==> src/rtl/mem_arbiter.sv <==
// Two-port arbiter and access sequencer for the shared instruction/data memory.
// Runs one registered memory access at a time, round-robin on contention, with a wait-state budget.
module mem_arbiter #(
   parameter int unsigned AW      = 32,
   parameter int unsigned DW      = 32,
   parameter int unsigned TIMEOUT = 15
) (
   input  logic          clk_i,
   input  logic          rst_ni,

   input  logic          cpu_req_i,
   input  logic          cpu_we_i,
   input  logic [AW-1:0] cpu_addr_i,
   input  logic [DW-1:0] cpu_wdata_i,
   output logic          cpu_gnt_o,
   output logic          cpu_done_o,
   output logic          cpu_err_o,
   output logic [DW-1:0] cpu_rdata_o,

   input  logic          dma_req_i,
   input  logic          dma_we_i,
   input  logic [AW-1:0] dma_addr_i,
   input  logic [DW-1:0] dma_wdata_i,
   output logic          dma_gnt_o,
   output logic          dma_done_o,
   output logic          dma_err_o,
   output logic [DW-1:0] dma_rdata_o,

   output logic          mem_en_o,
   output logic          mem_we_o,
   output logic [AW-1:0] mem_addr_o,
   output logic [DW-1:0] mem_wdata_o,
   input  logic [DW-1:0] mem_rdata_i,
   input  logic          mem_ready_i
);

   localparam int unsigned     CntW    = $clog2(TIMEOUT) + 1;
   localparam logic [CntW-1:0] CntLast = CntW'(TIMEOUT - 1);

   typedef enum logic [1:0] {StIdle, StBusy, StDone} state_e;

   state_e state_q, state_d;

   // Port index 0 is the CPU, 1 is the DMA/loader.
   logic                  own_q, own_d;
   logic                  last_q, last_d;
   logic [CntW-1:0]       cnt_q, cnt_d;
   logic                  mem_en_q, mem_en_d;
   logic                  mem_we_q, mem_we_d;
   logic [AW-1:0]         mem_addr_q, mem_addr_d;
   logic [DW-1:0]         mem_wdata_q, mem_wdata_d;
   logic [1:0]            gnt_q, gnt_d;
   logic [1:0]            done_q, done_d;
   logic [1:0]            err_q, err_d;
   logic [1:0][DW-1:0]    rdata_q, rdata_d;

   logic                  any_req;
   logic                  win;
   logic                  busy_end;
   logic                  busy_timeout;
   logic [DW-1:0]         done_rdata;

   assign any_req      = cpu_req_i | dma_req_i;
   // On a tie the port that did not win last time goes next.
   assign win          = (cpu_req_i & dma_req_i) ? ~last_q : dma_req_i;
   assign busy_timeout = ~mem_ready_i & (cnt_q == CntLast);
   assign busy_end     = mem_ready_i | busy_timeout;
   assign done_rdata   = mem_ready_i ? mem_rdata_i : '0;

   always_ff @(posedge clk_i or negedge rst_ni) begin
      if (!rst_ni) begin
         state_q <= StIdle;
      end else begin
         state_q <= state_d;
      end
   end

   always_comb begin
      state_d = state_q;
      unique case (state_q)
         StIdle:  if (any_req) state_d = StBusy;
         StBusy:  if (busy_end) state_d = StDone;
         StDone:  state_d = StIdle;
         default: state_d = StIdle;
      endcase
   end

   always_comb begin
      own_d       = own_q;
      last_d      = last_q;
      cnt_d       = cnt_q;
      mem_en_d    = mem_en_q;
      mem_we_d    = mem_we_q;
      mem_addr_d  = mem_addr_q;
      mem_wdata_d = mem_wdata_q;
      gnt_d       = gnt_q;
      done_d      = done_q;
      err_d       = err_q;
      rdata_d     = rdata_q;

      unique case (state_q)
         StIdle: begin
            if (any_req) begin
               own_d       = win;
               last_d      = win;
               cnt_d       = '0;
               mem_en_d    = 1'b1;
               mem_we_d    = win ? dma_we_i    : cpu_we_i;
               mem_addr_d  = win ? dma_addr_i  : cpu_addr_i;
               mem_wdata_d = win ? dma_wdata_i : cpu_wdata_i;
               gnt_d       = '0;
               gnt_d[win]  = 1'b1;
            end
         end
         StBusy: begin
            if (busy_end) begin
               mem_en_d      = 1'b0;
               done_d[own_q] = 1'b1;
               err_d[own_q]  = busy_timeout;
               // An aborted read returns zero so stale data is never mistaken for a result.
               if (!mem_we_q) rdata_d[own_q] = done_rdata;
            end else begin
               cnt_d = cnt_q + CntW'(1);
            end
         end
         StDone: begin
            done_d = '0;
            err_d  = '0;
            gnt_d  = '0;
         end
         default: begin
            mem_en_d = 1'b0;
            done_d   = '0;
            err_d    = '0;
            gnt_d    = '0;
         end
      endcase
   end

   always_ff @(posedge clk_i or negedge rst_ni) begin
      if (!rst_ni) begin
         own_q       <= 1'b0;
         last_q      <= 1'b1;
         cnt_q       <= '0;
         mem_en_q    <= 1'b0;
         mem_we_q    <= 1'b0;
         mem_addr_q  <= '0;
         mem_wdata_q <= '0;
         gnt_q       <= '0;
         done_q      <= '0;
         err_q       <= '0;
         rdata_q     <= '0;
      end else begin
         own_q       <= own_d;
         last_q      <= last_d;
         cnt_q       <= cnt_d;
         mem_en_q    <= mem_en_d;
         mem_we_q    <= mem_we_d;
         mem_addr_q  <= mem_addr_d;
         mem_wdata_q <= mem_wdata_d;
         gnt_q       <= gnt_d;
         done_q      <= done_d;
         err_q       <= err_d;
         rdata_q     <= rdata_d;
      end
   end

   assign cpu_gnt_o   = gnt_q[0];
   assign dma_gnt_o   = gnt_q[1];
   assign cpu_done_o  = done_q[0];
   assign dma_done_o  = done_q[1];
   assign cpu_err_o   = err_q[0];
   assign dma_err_o   = err_q[1];
   assign cpu_rdata_o = rdata_q[0];
   assign dma_rdata_o = rdata_q[1];
   assign mem_en_o    = mem_en_q;
   assign mem_we_o    = mem_we_q;
   assign mem_addr_o  = mem_addr_q;
   assign mem_wdata_o = mem_wdata_q;

`ifndef SYNTHESIS
   a_gnt_onehot : assert property (@(posedge clk_i) disable iff (!rst_ni) $onehot0(gnt_q));
   a_en_busy    : assert property (@(posedge clk_i) disable iff (!rst_ni)
                                   mem_en_q == (state_q == StBusy));
   a_err_done   : assert property (@(posedge clk_i) disable iff (!rst_ni) (err_q & ~done_q) == '0);
`endif

endmodule

==> config.mk <==
export PLATFORM = sky130hd
export DESIGN_NAME = mem_arbiter
export DESIGN_NICKNAME = d
export VERILOG_FILES = /design/src/rtl/mem_arbiter.sv
export SDC_FILE = /design/constraint.sdc
export NUM_CORES = 1
export LEC_CHECK = 0
export CAP_MARGIN = 10
export CORE_MARGIN = 2
export CORE_UTILIZATION = 41
export DETAILED_ROUTE_END_ITERATION = 8
export GPL_TIMING_DRIVEN = 0
export PLACE_DENSITY = 0.81
export SLEW_MARGIN = 30
export SYNTH_ARGS = -nofsm -noshare
export SYNTH_HDL_FRONTEND = slang
export SYNTH_SLANG_ARGS = --single-unit
==> constraint.sdc <==
create_clock -name clk_i -period 2.4 [get_ports clk_i]
set_input_delay 0.6 -clock clk_i [delete_from_list [all_inputs] [get_ports clk_i]]
set_output_delay 0.6 -clock clk_i [all_outputs]
set_load 0.02 [all_outputs]
==> summary.md <==
| Metric | Value |
|---|---|
| Seq. cell area | 3630 um^2 |
| Total Nets Final | 988 |
| First-pass GRT wire length | 29.6 mm |
| Slew at the pin with the worst max-slew slack | 0.861 ns |
| IR drop worst, VDD | 590 uV |
| Final Util | 68.6% |
| Multi-input gate area | 2230 um^2 |
| All-layer global routing usage | 23.4% |
| Worst setup EP type | register |
| Total CTS buffers | 17 |
| Antenna violations before repair | 0 |
| Worst-path clk slew | 0.06 ns |
| Layout Cells excl Fill | 1,015 |
| Final setup vio count | 0 |
| Hold WC Path Type | in2async |
| DR iter-0 viols | 359 |
| Final Hold Viols | 0 |
| Post-DP HPWL | 13.9 mm |
| CP arrival | 2.47 ns |
| DRC viols | 0 |
| Commonest non-fill, non-tap cells in the layout | clkdlybuf4s50_1 (301), dfrtp_1 (144), o21ai_0 (95), a22o_1 (66), mux2i_1 (50) |
| Setup Crit Path Kind | in2reg |
| Synth Area in Compound Gates | 22.8% |
| Fin crit share | 90.6% |
| Largest family of logic cells by synthesized area | compound AO/OA/AOI/OAI gates |
| Initial Utilization | 42.1% |
| Share of cells above drive strength 1 | 7.82% |
| # diodes | 0 |
| Mapped Area | 6120 um^2 |
| Hold Buf Count CTS | 0 |
| Die span in y | 126 um |
| Post-synthesis mux area share | 8.55% |
| Port buffer count | 302 |
| Distinct cells, synth | 43 |
| Clock Tree Buf Depth | 2 |
| Max Transition Viols Final | 0 |
| Core Rows | 44 |
| Post-Route WL | 18.6 mm |
| Pwr/cell area | 1310 nW/um^2 |
| GPL Wtd Cong | 0.834 |
| Fillers | 1,082 |
| Largest net degree at the start of global routing | 76 |
| CTS H-tree depth | 4 |
| DIE AREA | 15,900 um^2 |
| Final setup TNS | 0 ns |
| Sequential fraction of the synthesis area | 59.3% |
| Routed length per placed instance | 18.3 um |
| Syn Inst Count | 497 |
| Via/cell ratio | 5.40 |
| Sink Count | 145 |
| Cell leakage power | 4.44 nW |
| XOR/XNOR Fraction of Synth Area | 0% |
| Outcome | completed |
| Area post-placement | 9400 um^2 |
| Grt ovf | 0 |
| Final instance area | 9970 um^2 |
| Vias | 5,480 |
| Worst path required time | 2.70 ns |
| Startpoint types | input port |
| Peak Freq | 460 MHz |
| Register bit total from synthesis | 145 |
| Clk_lat worst skew | 0.41 ns |
| Most common cell after layout, fill and taps aside | clkdlybuf4s50_1 |
| Post-synth EDFFs | 0 |
| Die width | 126 um |
| Vias in the first global route | 5,565 |
| Final ANT Viol Nets | 0 |
| Max_cap viols | 0 |
| Core region area | 14,500 um^2 |
| Mean Syn Cell Area | 12.3 um^2 |
| Clock Tree Root | clkbuf_16 |
| Area share of and/or/nand/nor cells after synthesis | 4.60% |
| Slew margin rel. | 42.4% |
| Fin Clk Skew | 0.00857 ns |
| Syn Nets | 666 |
| Adder-cell area share of the yosys netlist | 0.409% |
| Ys Warns | 0 |
| Post-CTS setup buffer count | 0 |
| Post_cts resized | 0 |
| Final min period | 2.17 ns |
| TritonRoute pass-1 iters | 5 |
| CP Max Fanout | 10 |
| Async SR Flop Fraction | 100% |
| Prevailing post-synth register cell | dfrtp_1 |
| IO Count | 303 |
| Synthesis-to-layout area growth | 63.0% |
| Placed cells | 984 |
| CTS tree | built |
| RSZ-0062 raised after global routing | false |
-- critical path, cell delays in order --
cell,delay (ns)
clkdlybuf4s50_1,0.48
nor2_1,0.69
nor3_4,0.16
buf_4,0.23
a221o_1,0.31
-- report_power, final --
part	leakage, nW	internal, W	switching [W]
Combinational	2.37	0.00310	0.00319
Clock	0.264	0.00152	0.00100
Sequential	1.81	0.00359	0.000704
-- routing by layer --
metal | track usage [%] | wire [um]
met5 | 0 | 0
met1 | 29.5 | 7540
met2 | 39.3 | 9250
met3 | 6.37 | 1460
met4 | 7.69 | 333
-- area by class of cell --
type / count / area share (%)
Sequential cell: 145 / 36.4
Multi-Input combinational cell: 300 / 22.3
Tap cell: 184 / 2.31
Clock inverter: 13 / 1.39
Clock buffer: 18 / 4.30
Timing Repair Buffer: 303 / 30.6
Inverter: 4 / 0.151
Buffer: 48 / 2.47
-- state kept, by name, indices dropped and copies added, names as in the netlist --
register     cells
cpu_rdata_o     32
dma_rdata_o     32
mem_addr_o      32
mem_wdata_o     32
cnt_q            5
done_q           2
err_q            2
gnt_q            2
state_q          2
last_q           1
mem_en_o         1
mem_we_o         1
own_q            1
-- kinds of logic (layout without fill, tap and decap cells) --
family | after synthesis | count (layout)
muxes | 52 | 52
AOI/OAI and AO/OA | 203 | 203
buffers and inverters | 52 | 386
adders and majority gates | 2 | 2
DFF | 145 | 145
and+or+nand+nor | 43 | 43
-- worst paths after layout --
path | slack, ns | cells past startpoint | to | start
hold / removal | 0.14 | 1 | cpu_rdata_o[8] | rst_ni
hold reg to reg | 0.49 | 1 | mem_en_o | mem_en_o
max in group asynchronous | 1.50 | 2 | last_q | rst_ni
setup / recovery | 0.23 | 5 | mem_addr_o[29] | cpu_req_i
setup reg to reg | 0.48 | 7 | cpu_rdata_o[5] | cnt_q[0]
min in group clk_i | 0.49 | 1 | mem_en_o | mem_en_o
-- Yosys cell counts, types with 2 or more instances --
library cell    n  area, um^2
mux2i_1        50         500
a21oi_1         4        20.0
nand3_1         4        20.0
nor2_1          6        22.5
and3_1         17         106
buf_6           2        22.5
ha_1            2        25.0
o21ai_0        95         475
nor2b_1         4        25.0
dfrtp_1       144        3600
mux2_2          2        22.5
a32o_1          2        20.0
inv_1           4        15.0
a22o_1         66         578
clkbuf_1       23        86.3
a221o_1        17         170
buf_4           9        67.6
and2_1          2        12.5
buf_2          14        70.1
o21ai_1         7        35.0
-- per-stage QoR --
step / worst slack (ns) / total power (W) / hold WS (ns)
after global placement: -4.66 / 0.0104 / 0.478
after CTS: 0.240 / 0.0132 / 0.152
after global routing: 0.186 / 0.0138 / 0.185
after detailed placement: -0.203 / 0.0106 / 0.479
after floorplan: 0.630 / 0.00739 / 0.304
final: 0.226 / 0.0131 / 0.137
Note: power is estimated with default switching activity, not from simulation.
